## config.mk

```make
export PLATFORM = sky130hd
export DESIGN_NAME = traffic_junction_ctrl
export DESIGN_NICKNAME = d
export VERILOG_FILES = /design/src/rtl/traffic_pkg.sv /design/src/rtl/phase_timer.sv /design/src/rtl/traffic_junction_ctrl.sv
export SDC_FILE = /design/constraint.sdc
export NUM_CORES = 1
export LEC_CHECK = 0
export CAP_MARGIN = 20
export CELL_PAD_IN_SITES_DETAIL_PLACEMENT = 0
export CELL_PAD_IN_SITES_GLOBAL_PLACEMENT = 2
export CORE_MARGIN = 2
export CORE_UTILIZATION = 29
export CTS_BUF_LIST = sky130_fd_sc_hd__clkbuf_8
export DETAILED_ROUTE_END_ITERATION = 6
export MAX_ROUTING_LAYER = met4
export PLACE_DENSITY_LB_ADDON = 0.12
export RECOVER_POWER = 25
export SLEW_MARGIN = 0
export SYNTH_ARGS = -nofsm -noshare
export SYNTH_HDL_FRONTEND = slang
export SYNTH_SLANG_ARGS = --single-unit
```

## constraint.sdc

```tcl
create_clock -name clk -period 2.1 [get_ports clk]
set_input_delay 0.42 -clock clk [delete_from_list [all_inputs] [get_ports clk]]
set_output_delay 0.42 -clock clk [all_outputs]
set_load 0.02 [all_outputs]
```

## src/rtl/traffic_pkg.sv

```systemverilog
// Shared lamp encodings and junction state type.
// Latency: n/a (definitions only).
// Backpressure: n/a.
package traffic_pkg;

    localparam logic [2:0] RED    = 3'b100;
    localparam logic [2:0] GREEN  = 3'b010;
    localparam logic [2:0] YELLOW = 3'b001;

    // Encoding 3'd7 is unused and treated as illegal by the controller.
    typedef enum logic [2:0] {
        MAIN_GREEN  = 3'd0,
        MAIN_YELLOW = 3'd1,
        ALL_RED1    = 3'd2,
        PED_WALK    = 3'd3,
        SIDE_GREEN  = 3'd4,
        SIDE_YELLOW = 3'd5,
        ALL_RED2    = 3'd6
    } state_t;

endpackage

```

## src/rtl/phase_timer.sv

```systemverilog
// Loadable down counter that flags when the current phase may end.
// Latency: load takes effect at the next edge; done is combinational from the count.
// Backpressure: none; holds at zero until reloaded.
module phase_timer #(
    parameter int              CNT_W   = 4,
    parameter logic [CNT_W-1:0] RST_VAL = '0
) (
    input  logic             clk,
    input  logic             rst,
    input  logic             load,
    input  logic [CNT_W-1:0] load_val,
    output logic             done
);

    logic [CNT_W-1:0] count;

    // Count down to zero and park there; a load always takes priority.
    always_ff @(posedge clk) begin
        if (rst) begin
            count <= RST_VAL;
        end else if (load) begin
            count <= load_val;
        end else if (count != '0) begin
            count <= count - CNT_W'(1);
        end
    end

    assign done = (count == '0);

endmodule

```

## src/rtl/traffic_junction_ctrl.sv

```systemverilog
// Junction sequencer: main road, side road and pedestrian crossing lamps.
// Latency: Moore outputs, lamps follow the state register with no extra delay.
// Backpressure: none; requests are sampled every cycle, pedestrian requests are latched.
module traffic_junction_ctrl
    import traffic_pkg::*;
#(
    parameter int GREEN_MAIN_T = 8,
    parameter int GREEN_SIDE_T = 5,
    parameter int YELLOW_T     = 2,
    parameter int ALLRED_T     = 1,
    parameter int WALK_T       = 4,
    parameter int CNT_W        = 4
) (
    input  logic       clk,
    input  logic       rst,
    input  logic       side_req,
    input  logic       ped_req,
    output logic [2:0] main_light,
    output logic [2:0] side_light,
    output logic       walk,
    output logic       ped_pending
);

    // Timer reload values: a phase of length T counts T-1 down to 0.
    localparam logic [CNT_W-1:0] LD_GREEN_MAIN = CNT_W'(GREEN_MAIN_T - 1);
    localparam logic [CNT_W-1:0] LD_GREEN_SIDE = CNT_W'(GREEN_SIDE_T - 1);
    localparam logic [CNT_W-1:0] LD_YELLOW     = CNT_W'(YELLOW_T - 1);
    localparam logic [CNT_W-1:0] LD_ALLRED     = CNT_W'(ALLRED_T - 1);
    localparam logic [CNT_W-1:0] LD_WALK       = CNT_W'(WALK_T - 1);

    state_t           state;
    state_t           next_state;
    logic             tmr_done;
    logic             tmr_load;
    logic [CNT_W-1:0] tmr_val;
    logic             ped_pend_q;

    phase_timer #(
        .CNT_W   (CNT_W),
        .RST_VAL (LD_GREEN_MAIN)
    ) u_timer (
        .clk      (clk),
        .rst      (rst),
        .load     (tmr_load),
        .load_val (tmr_val),
        .done     (tmr_done)
    );

    // State register; reset drops straight into main green with no yellow.
    always_ff @(posedge clk) begin
        if (rst) begin
            state <= MAIN_GREEN;
        end else begin
            state <= next_state;
        end
    end

    // Pedestrian latch: the clear on entering the walk phase beats a same-cycle press.
    always_ff @(posedge clk) begin
        if (rst) begin
            ped_pend_q <= 1'b0;
        end else if (next_state == PED_WALK && state != PED_WALK) begin
            ped_pend_q <= 1'b0;
        end else if (ped_req && state != PED_WALK) begin
            ped_pend_q <= 1'b1;
        end
    end

    // Next-state and timer reload; phases only end once the timer reaches zero.
    always_comb begin
        next_state = state;
        case (state)
            MAIN_GREEN:  if (tmr_done && (side_req || ped_pend_q)) next_state = MAIN_YELLOW;
            MAIN_YELLOW: if (tmr_done) next_state = ALL_RED1;
            ALL_RED1:    if (tmr_done) next_state = ped_pend_q ? PED_WALK : SIDE_GREEN;
            PED_WALK:    if (tmr_done) next_state = side_req ? SIDE_GREEN : ALL_RED2;
            SIDE_GREEN:  if (tmr_done) next_state = SIDE_YELLOW;
            SIDE_YELLOW: if (tmr_done) next_state = ALL_RED2;
            ALL_RED2:    if (tmr_done) next_state = MAIN_GREEN;
            default:     next_state = MAIN_GREEN;
        endcase

        // Any state change (including recovery from an illegal code) reloads the timer.
        tmr_load = (next_state != state);
        case (next_state)
            MAIN_GREEN:  tmr_val = LD_GREEN_MAIN;
            MAIN_YELLOW: tmr_val = LD_YELLOW;
            SIDE_YELLOW: tmr_val = LD_YELLOW;
            PED_WALK:    tmr_val = LD_WALK;
            SIDE_GREEN:  tmr_val = LD_GREEN_SIDE;
            default:     tmr_val = LD_ALLRED;
        endcase
    end

    // Lamp decode from the state register; unknown codes show all red.
    always_comb begin
        main_light = RED;
        side_light = RED;
        walk       = 1'b0;
        case (state)
            MAIN_GREEN:  main_light = GREEN;
            MAIN_YELLOW: main_light = YELLOW;
            SIDE_GREEN:  side_light = GREEN;
            SIDE_YELLOW: side_light = YELLOW;
            PED_WALK:    walk       = 1'b1;
            default:     walk       = 1'b0;
        endcase
    end

    assign ped_pending = ped_pend_q;

endmodule
```

==> results of run 1 <==
[layout by cell type, fill, tap and decap left out, types with 3 or more instances in the layout]
master	count
inv_1	6
buf_4	5
a21oi_1	5
clkbuf_8	3
nand2b_1	3
clkdlybuf4s50_1	11
o21ai_0	3
nand2_1	5
dfxtp_1	6
nor2_1	12
[cells by family after synthesis]
family	synth area share
AND/OR/NAND/NOR	0.378
adder cells (fa/ha/maj)	0.0211
flip-flops	0.271
buffers and inverters	0.0634
AO/OA/AOI/OAI	0.252
XOR/XNOR	0.0148
[worst min path at each step]
stage | cells after the start | slack [ps] | startpoint | endpoint
final | 2 | 520 | state[1] | state[1]
after global routing | 1 | 570 | state[1] | state[0]
after CTS | 2 | 570 | state[1] | state[1]
after detailed placement | 2 | 560 | state[1] | state[1]
after global placement | 2 | 560 | state[1] | state[1]
after floorplan | 2 | 530 | u_timer.count[1] | u_timer.count[1]
[metrics by stage]
stage / area [sq um] / power [uW] / worst slack, ps / utilization / cells
detailed placement: 758 / 222 / 210 / 0.390 / 119
floorplan: 592 / 204 / 358 / - / 80
CTS: 800 / 415 / 10.4 / 0.412 / 122
global placement: 758 / 222 / 217 / 0.390 / 119
finish: 793 / 407 / 116 / 0.409 / 122
global route: 793 / 431 / 59.3 / 0.409 / 122
[worst max-delay path, cell delays in order (launching register included)]
cell and delay [ps]:
dfxtp_2 380, or2_4 260, nor2_1 80, clkdlybuf4s50_1 600
[routing by layer]
metal,part of all wire,track usage,vias up,wire [microns]
met4,0.023,0.0857,0,36
met5,0,-,-,0
met1,0.51,0.177,285,788
met2,0.43,0.207,13,658
li1,-,-,323,-
met3,0.034,0.0307,5,53
[state kept, by name, summed over array words and instances (netlist names)]
name	cells
ped_pending	1
state	3
u_timer.count	4
[repair_timing]
item | CTS | global route
gates resized for setup | 0 | 3
buffers inserted | 0 | 0
setup endpoints to repair | 0 | 4
[power by group]
group | leakage, uW | total [uW] | switching (uW) | internal [uW]
Combinational | 0.000226 | 49.0 | 21.7 | 27.3
Clock | 0.0000216 | 190 | 65.1 | 125
Sequential | 0.0000665 | 169 | 8.76 | 160
[area by class of cell]
class | count | area share
flip-flops and latches | 8 | 0.205
inverters | 6 | 0.0284
well taps | 27 | 0.0426
clock buffers | 3 | 0.0521
repair buffers | 16 | 0.186
multi-input cells | 62 | 0.486
==> flow_summary_export.csv, run 1 <==
group,metric,value,unit
run_status,outcome,"complete, no violations",
route,ant_nets,0,
critical_path,cp_max_fo,13,
final_layout,drive_gt1_frac,0.137,
sta,worstMarginPinSlew,398,ps
critical_path,critPathLaunch,"state[2]",
power,power_leakage,0.000314,uW
global_route,grt_overflow,0,
global_route,grt_start_max_net_pins,14,
synth,syn_nets,85,
clocking,cts_tree,"built",
route,drc,0,
global_route,grt_pass1_wl,2460,microns
floorplanning,start_util,0.305,
synth,yosys_warnings,0,
clocking,cts-root-buf,"clkbuf_8",
sta,fmax,504,MHz
clocking,clk_latency,230,ps
synth,ys_top_cells_by_count,"12 x nor2_1, 8 x dfxtp_1, 6 x inv_1",
floorplanning,core_area,1940,sq um
route,dr.first_iter.drc_count,11,
sta,grt_setup_unrepaired,"false",
clocking,cts.sinks,8,
critical_path,r2r_slack,240,ps
power,max-vdd-ir-drop,0.301,mV
final_layout,fillers,231,
power,power.density,513,nW/um^2
floorplanning,row_count,16,
critical_path,worstPathRequired,1680,ps
synth,ys_seq_elements,8,
sta,setup_viol,0,
final_layout,multi_input_area,385,sq um
floorplanning,io-pin-count,12,
sta,hold_viol_final,0,
hold_path,hold_class,"flip-flop to flip-flop",
route,first_pass_iters,2,
clocking,cts_max_level,1,
synth,synth.distinct_cells,35,
critical_path,r2r-end,"u_timer.count[2]",
clocking,clock_tree.buffer_depth,2,
synth,synth.largest_area_cell,"dfxtp_1",
floorplanning,die_h,49.2,microns
synth,synth_area,592,sq um
global_route,grt_pass1_vias,534,
sta,relSlewSlack,0.732,
placed_design,portBuffers,11,
synth,netlist_instances,80,
synth,yosysMostFrequentCell,"nor2_1",
floorplanning,die-area,2420,sq um
synth,syn_area_per_cell,7.40,sq um
route,viasPerCell,5.13,
sta,period_share,0.945,
sta,setup-tns-final,0,ps
critical_path,critPathArrivalTime,1560,ps
clocking,cts-buffers-inserted,3,
final_layout,antennaDiodeCount,0,
critical_path,r2r_start,"u_timer.count[0]",
sta,slew_viol_final,0,
route,num_vias,626,
floorplanning,fp.dieW,49.2,microns
critical_path,startpoint_type,"flip-flop",
critical_path,crit_end,"main_light[0]",
synth,synth_top_area_share,0.271,
run,max_cap_viol_count,0,
synth,ys_seq_area_frac,0.271,
clocking,clkSlewWorstSetupHoldPaths,40,ps
final_layout,nets,102,
placed_design,hpwlAfterDp,1080,microns
clocking,hold_buffers,0,
critical_path,crit_type,"flip-flop to primary output",
sta,whs,522,ps
route,post_drt_wl_per_cell,12.6,microns
route,wirelength,1540,microns
critical_path,endpoint_kind,"primary output",
critical_path,r2r_cells,7,
global_route,track_usage,0.142,
sta,period_minus_slack,1980,ps
final_layout,ff_latch_area,163,sq um
synth,synthArstFlopShare,0,
synth,synth_edf_count,0,
final_layout,area_growth,34.0,%
synth,ys.flop_type,"dfxtp_1",
global_route,antenna_found_initial,0,
synth,synth_area_leaders,"dfxtp_1 27%, nor2_1 7.6%, a21oi_1 4.2%, inv_1 3.8%, nand2_1 3.2%",
placed_design,place_congestion,0.779,
sta,fin_skew,2.37,ps
Power figures use the tool's default switching activity.
==> run 2, diff against run 1 <==
--- a/config.mk
+++ b/config.mk
@@ -8,7 +8,6 @@
 export CAP_MARGIN = 20
 export CELL_PAD_IN_SITES_DETAIL_PLACEMENT = 0
 export CELL_PAD_IN_SITES_GLOBAL_PLACEMENT = 2
-export CORE_MARGIN = 2
 export CORE_UTILIZATION = 29
 export CTS_BUF_LIST = sky130_fd_sc_hd__clkbuf_8
 export DETAILED_ROUTE_END_ITERATION = 6
@@ -18,4 +17,5 @@
 export SLEW_MARGIN = 0
 export SYNTH_ARGS = -nofsm -noshare
 export SYNTH_HDL_FRONTEND = slang
+export SYNTH_HIERARCHICAL = 1
 export SYNTH_SLANG_ARGS = --single-unit
==> flow_summary_export.csv, run 2 <==
group,metric,value,unit
clocking,post_cts_buffers,0,
sta,fin_skew,0.683,ps
clocking,cts-buffers-inserted,3,
synth,synth_area_leaders,"dfxtp_1 26%, nor2b_1 5.2%, nor2_1 4.3%, xnor2_1 4.3%, a21oi_1 4.1%",
floorplanning,fp.dieW,47.7,microns
route,wl_met3,68,microns
route,routed.top_layer,"met3",
sta,fmax,493,MHz
synth,ys_seq_elements,8,
critical_path,cp_top_family,"buffers and inverters",
synth,yosysMostFrequentCell,"dfxtp_1",
synth,synthArstFlopShare,0,
power,switchingPower,87.1,uW
route,drc,0,
floorplanning,die-area,2280,sq um
floorplanning,io-pin-count,12,
critical_path,critPathArrivalTime,1610,ps
floorplanning,start_util,0.309,
sta,slew_viol_final,0,
sta,period_minus_slack,2030,ps
synth,yosys_warnings,6,
power,sw_frac_of_total,0.220,
sta,setup-tns-final,0,ps
placed_design,postPlaceCellArea,782,sq um
critical_path,worstPathRequired,1680,ps
global_route,grt_pass1_wl,2380,microns
synth,synth_top_family_by_area,"simple AND/OR/NAND/NOR gates",
synth,synth_compound_area_frac,0.270,
critical_path,crit_type,"flip-flop to primary output",
route,post_drt_wl_per_cell,12.1,microns
power,power_leakage,0.000311,uW
floorplanning,die_h,47.7,microns
clocking,cts_tree,"built",
run,max_cap_viol_count,0,
final_layout,area_growth,33.8,%
clocking,cts-root-buf,"clkbuf_8",
synth,syn_area_per_cell,7.68,sq um
clocking,clkSlewWorstSetupHoldPaths,40,ps
final_layout,antennaDiodeCount,0,
final_layout,regMostFlops,"u_timer/count",
sta,hold_viol_final,0,
route,dr_wl_met2,604,microns
final_layout,layout_commonest_cell,"clkdlybuf4s50_1",
sta,grt_setup_unrepaired,"false",
synth,syn_nets,84,
global_route,antenna_found_initial,0,
run_status,outcome,"complete, no violations",
synth,synthMuxAreaShare,0.0186,
clocking,clock_tree.buffer_depth,2,
clocking,hold_buffers,0,
critical_path,slowest_delay,600,ps
route,wirelength,1470,microns
critical_path,cp_num_buf_inv,1,
global_route,grt_pass1_vias,502,
critical_path,startpoint_type,"flip-flop",
power,finalPower,396,uW
synth,synth_edf_count,0,
power,power_frac_comb,0.116,
route,dr.first_iter.drc_count,8,
synth,synth-simple-area-share,0.297,
route,viasPerCell,4.91,
synth,synthAdderAreaFrac,0.0206,
route,wl_met1,799,microns
clocking,cts_resized,0,
power,power.density,487,nW/um^2
final_layout,mostFrequentLayoutCells,"11 x clkdlybuf4s50_1, 8 x dfxtp_1, 7 x nor2_1",
hold_path,hold_class,"flip-flop to flip-flop",
critical_path,endpoint_kind,"primary output",
final_layout,nets,102,
placed_design,hpwlAfterDp,1060,microns
route,num_vias,599,
power,power.share.sequential,0.414,
final_layout,drive_gt1_frac,0.158,
placed_design,pre_cts_ws,68.9,ps
synth,ys.flop_type,"dfxtp_1",
global_route,grt_start_max_net_pins,19,
final_layout,largest_reg_flops,4,
power,pwr-share-clk,0.469,
synth,ys_seq_area_frac,0.264,
clocking,cts.sinks,8,
synth,synth-xor-area-share,0.0433,
clocking,cts_max_level,1,
floorplanning,core_area,1960,sq um
sta,fin_ws,72.1,ps
critical_path,cp_max_fo,5,
power,max-vdd-ir-drop,0.167,mV
synth,ys_top_cells_by_count,"8 x dfxtp_1, 7 x nor2_1, 5 x a21oi_1, 5 x nor2b_1, 5 x o21ai_0",
synth,synth_area,607,sq um
sta,period_share,0.966,
route,ant_nets,0,
critical_path,crit_chain,"or2_2, nor2_1, clkdlybuf4s50_1",
final_layout,fin_area,812,sq um
synth,synth.distinct_cells,35,
global_route,grt_overflow,0,
placed_design,place_congestion,0.747,
synth,synth_top_area_share,0.264,
power,p_int,308,uW
critical_path,crit_slowest_cell,"clkdlybuf4s50_1",
placed_design,portBuffers,11,
sta,setup_viol,0,
floorplanning,row_count,16,
global_route,track_usage,0.161,
clocking,clk_latency,230,ps
synth,synth.largest_area_cell,"dfxtp_1",
route,first_pass_iters,3,
synth,netlist_instances,79,
-- run 2: cell count changes in the layout (fill, tap and decap cells not counted), sizes merged, moves of 2 or more --
cell | before | now
a31oi | 0 | 3
buf | 5 | 7
inv | 6 | 4
nand2b | 3 | 1
nor2 | 12 | 7
nor2b | 3 | 5
nor4 | 2 | 0
o21a | 0 | 2
o21ai | 3 | 7
o21bai | 0 | 2
xnor2 | 1 | 3
-- run 2: kinds of logic after synthesis --
family / count (synthesis)
adders and majority gates: 1
xor gates and xnor gates: 3
buffers and inverters: 9
muxes: 1
AOI/OAI and AO/OA: 26
and+or+nand+nor: 30
DFF: 8
other: 1
-- run 2: final cells by class --
type                            count  area [sq um]
Fill cell                         242          1150
Multi-Input combinational cell     62           387
Timing Repair Buffer               18           175
Sequential cell                     8           160
Clock buffer                        3          41.3
Tap cell                           27          33.8
Inverter                            4          15.0
-- run 2: final timing paths --
| kind | from | end | slack, ps | depth (start not counted) |
|---|---|---|---|---|
| hold reg to reg | u_timer/count[3] | u_timer/count[3] | 590 | 2 |
| hold / removal | u_timer/count[3] | u_timer/count[3] | 590 | 2 |
| setup reg to reg | u_timer/count[0] | u_timer/count[2] | 210 | 9 |
| setup / recovery | state[1] | main_light[0] | 70 | 3 |
-- run 2: routing by layer --
metal	global-route usage	up-vias
li1	-	313
met1	0.229	277
met2	0.208	9
met3	0.0453	0
met4	0.0667	0
met5	-	-
-- run 2: worst min-delay path, stage by stage (launching register included) --
cell     delay, ps
dfxtp_1        320
xnor2_1        150
o22ai_1         60
-- run 2: power groups by stage --
stage / Combinational, uW / Clock (uW) / Sequential [uW]
2_1_floorplan: 24.6 / 0 / 169
3_3_place_gp: 46.1 / 0 / 167
3_5_place_dp: 47.0 / 0 / 167
4_1_cts: 47.1 / 192 / 165
5_1_grt: 51.5 / 202 / 165
6_report: 46.0 / 186 / 164
-- run 2: through the flow --
stage                      util  cells  hold WS, ps
final                     0.414    122          588
after global routing      0.414    122          615
after CTS                 0.420    122          592
after detailed placement  0.399    119          586
after global placement    0.399    119          586
after floorplan               -     79          489
==> run 3, diff against run 2 <==
--- a/config.mk
+++ b/config.mk
@@ -17,5 +17,4 @@
 export SLEW_MARGIN = 0
 export SYNTH_ARGS = -nofsm -noshare
 export SYNTH_HDL_FRONTEND = slang
-export SYNTH_HIERARCHICAL = 1
 export SYNTH_SLANG_ARGS = --single-unit
==> flow_summary_export.csv, run 3 (synthesized netlist as in run 1, its figures left out) <==
group,metric,value,unit
sta,fmax,507,MHz
final_layout,regMostFlops,"u_timer.count",
final_layout,largest_reg_flops,4,
critical_path,crit_slowest_cell,"clkdlybuf4s50_1",
final_layout,antennaDiodeCount,0,
sta,period_share,0.939,
route,drc,0,
floorplanning,die-area,2230,sq um
global_route,grt_overflow,0,
critical_path,crit_type,"flip-flop to primary output",
sta,worstMarginPinSlew,354,ps
hold_path,hold_class,"flip-flop to flip-flop",
critical_path,endpoint_kind,"primary output",
final_layout,layout_commonest_cell,"nor2_1",
placed_design,dp.cells,117,
clocking,cts_resized,0,
sta,setup_viol,0,
clocking,cts-buffers-inserted,3,
clocking,hold_buffers,0,
clocking,post_cts_buffers,0,
global_route,antenna_found_initial,0,
clocking,cts.sinks,8,
global_route,grt_pass1_wl,2370,microns
route,first_pass_iters,4,
route,wirelength,1490,microns
sta,setup-tns-final,0,ps
route,ant_nets,0,
critical_path,cp_max_fo,6,
final_layout,ff_latch_area,161,sq um
global_route,grt_start_max_net_pins,12,
clocking,cts_tree,"built",
final_layout,fin_util,0.432,
clocking,clkSlewWorstSetupHoldPaths,40,ps
route,dr.first_iter.drc_count,16,
final_layout,fin_cells,120,
clocking,cts-root-buf,"clkbuf_8",
critical_path,startpoint_type,"flip-flop",
critical_path,worstPathRequired,1680,ps
floorplanning,fp.dieW,47.2,microns
final_layout,multi_input_area,385,sq um
floorplanning,io-pin-count,12,
power,power_leakage,0.000309,uW
critical_path,slowest_delay,590,ps
placed_design,hpwlAfterDp,1120,microns
critical_path,cp_num_buf_inv,2,
floorplanning,row_count,15,
critical_path,cp_top_family,"buffers and inverters",
final_layout,drive_gt1_frac,0.116,
sta,period_minus_slack,1970,ps
run,max_cap_viol_count,0,
power,max-vdd-ir-drop,0.277,mV
critical_path,r2r_slack,240,ps
route,post_drt_wl_per_cell,12.4,microns
global_route,grt_pass1_vias,523,
route,viasPerCell,5.30,
clocking,cts_max_level,1,
sta,slew_viol_final,0,
final_layout,nets,102,
sta,hold_viol_final,0,
final_layout,fillers,203,
final_layout,area_growth,32.8,%
run_status,outcome,"complete, no violations",
sta,fin_skew,1.67,ps
critical_path,crit_chain,"nor2b_2, nand2_1, inv_1, clkdlybuf4s50_1",
power,power.density,514,nW/um^2
floorplanning,core_area,1820,sq um
floorplanning,start_util,0.325,
critical_path,critPathArrivalTime,1550,ps
placed_design,portBuffers,11,
clocking,clock_tree.buffer_depth,2,
floorplanning,die_h,47.2,microns
clocking,clk_latency,230,ps
global_route,track_usage,0.165,
sta,relSlewSlack,0.762,
placed_design,place_congestion,0.775,
sta,grt_setup_unrepaired,"false",
route,num_vias,636,
final_layout,mostFrequentLayoutCells,"12 x nor2_1, 11 x clkdlybuf4s50_1, 7 x dfxtp_1",
==> run 3: worst paths after layout <==
check,end,startpoint,cells past startpoint
max,walk,state[1],4
min,state[1],state[1],2
max reg2reg,u_timer.count[1],u_timer.count[0],5
min reg2reg,state[1],state[1],2
==> run 3: stage by stage <==
| stage | power (uW) | worst slack, ps | hold WS (ps) | instance area (sq um) |
|---|---|---|---|---|
| after global routing | 422 | 53.4 | 575 | 786 |
| after CTS | 413 | 19.8 | 537 | 797 |
| after floorplan | 204 | 358 | 529 | 592 |
| after global placement | 221 | 159 | 540 | 756 |
| after detailed placement | 222 | 133 | 526 | 756 |
| final | 404 | 127 | 544 | 786 |
==> run 3: cell type report <==
class | instances | share of cell area
inverters | 6 | 0.0287
multi-input cells | 62 | 0.490
well taps | 25 | 0.0398
repair buffers | 16 | 0.183
clock buffers | 3 | 0.0525
flip-flops and latches | 8 | 0.205
==> run 3: power breakdown <==
| group | total [uW] | leakage [uW] | internal, uW | switching [uW] |
|---|---|---|---|---|
| clock network | 187 | 0.0000216 | 124 | 62.3 |
| registers | 169 | 0.0000660 | 160 | 8.81 |
| logic | 48.3 | 0.000222 | 27.2 | 21.1 |
| total | 404 | 0.000309 | 312 | 92.2 |
==> run 3: worst min-delay path: cells and delay by family (launching register included) <==
kind | cells | cell delay (ps)
DFF | 1 | 340
AOI/OAI and AO/OA | 2 | 150
==> run 3: metal layers <==
metal,global-route usage,vias up,wire (microns)
met3,0.0346,4,75
li1,-,322,-
met4,0.103,0,31
met2,0.233,17,617
met1,0.211,293,762
met5,-,-,0
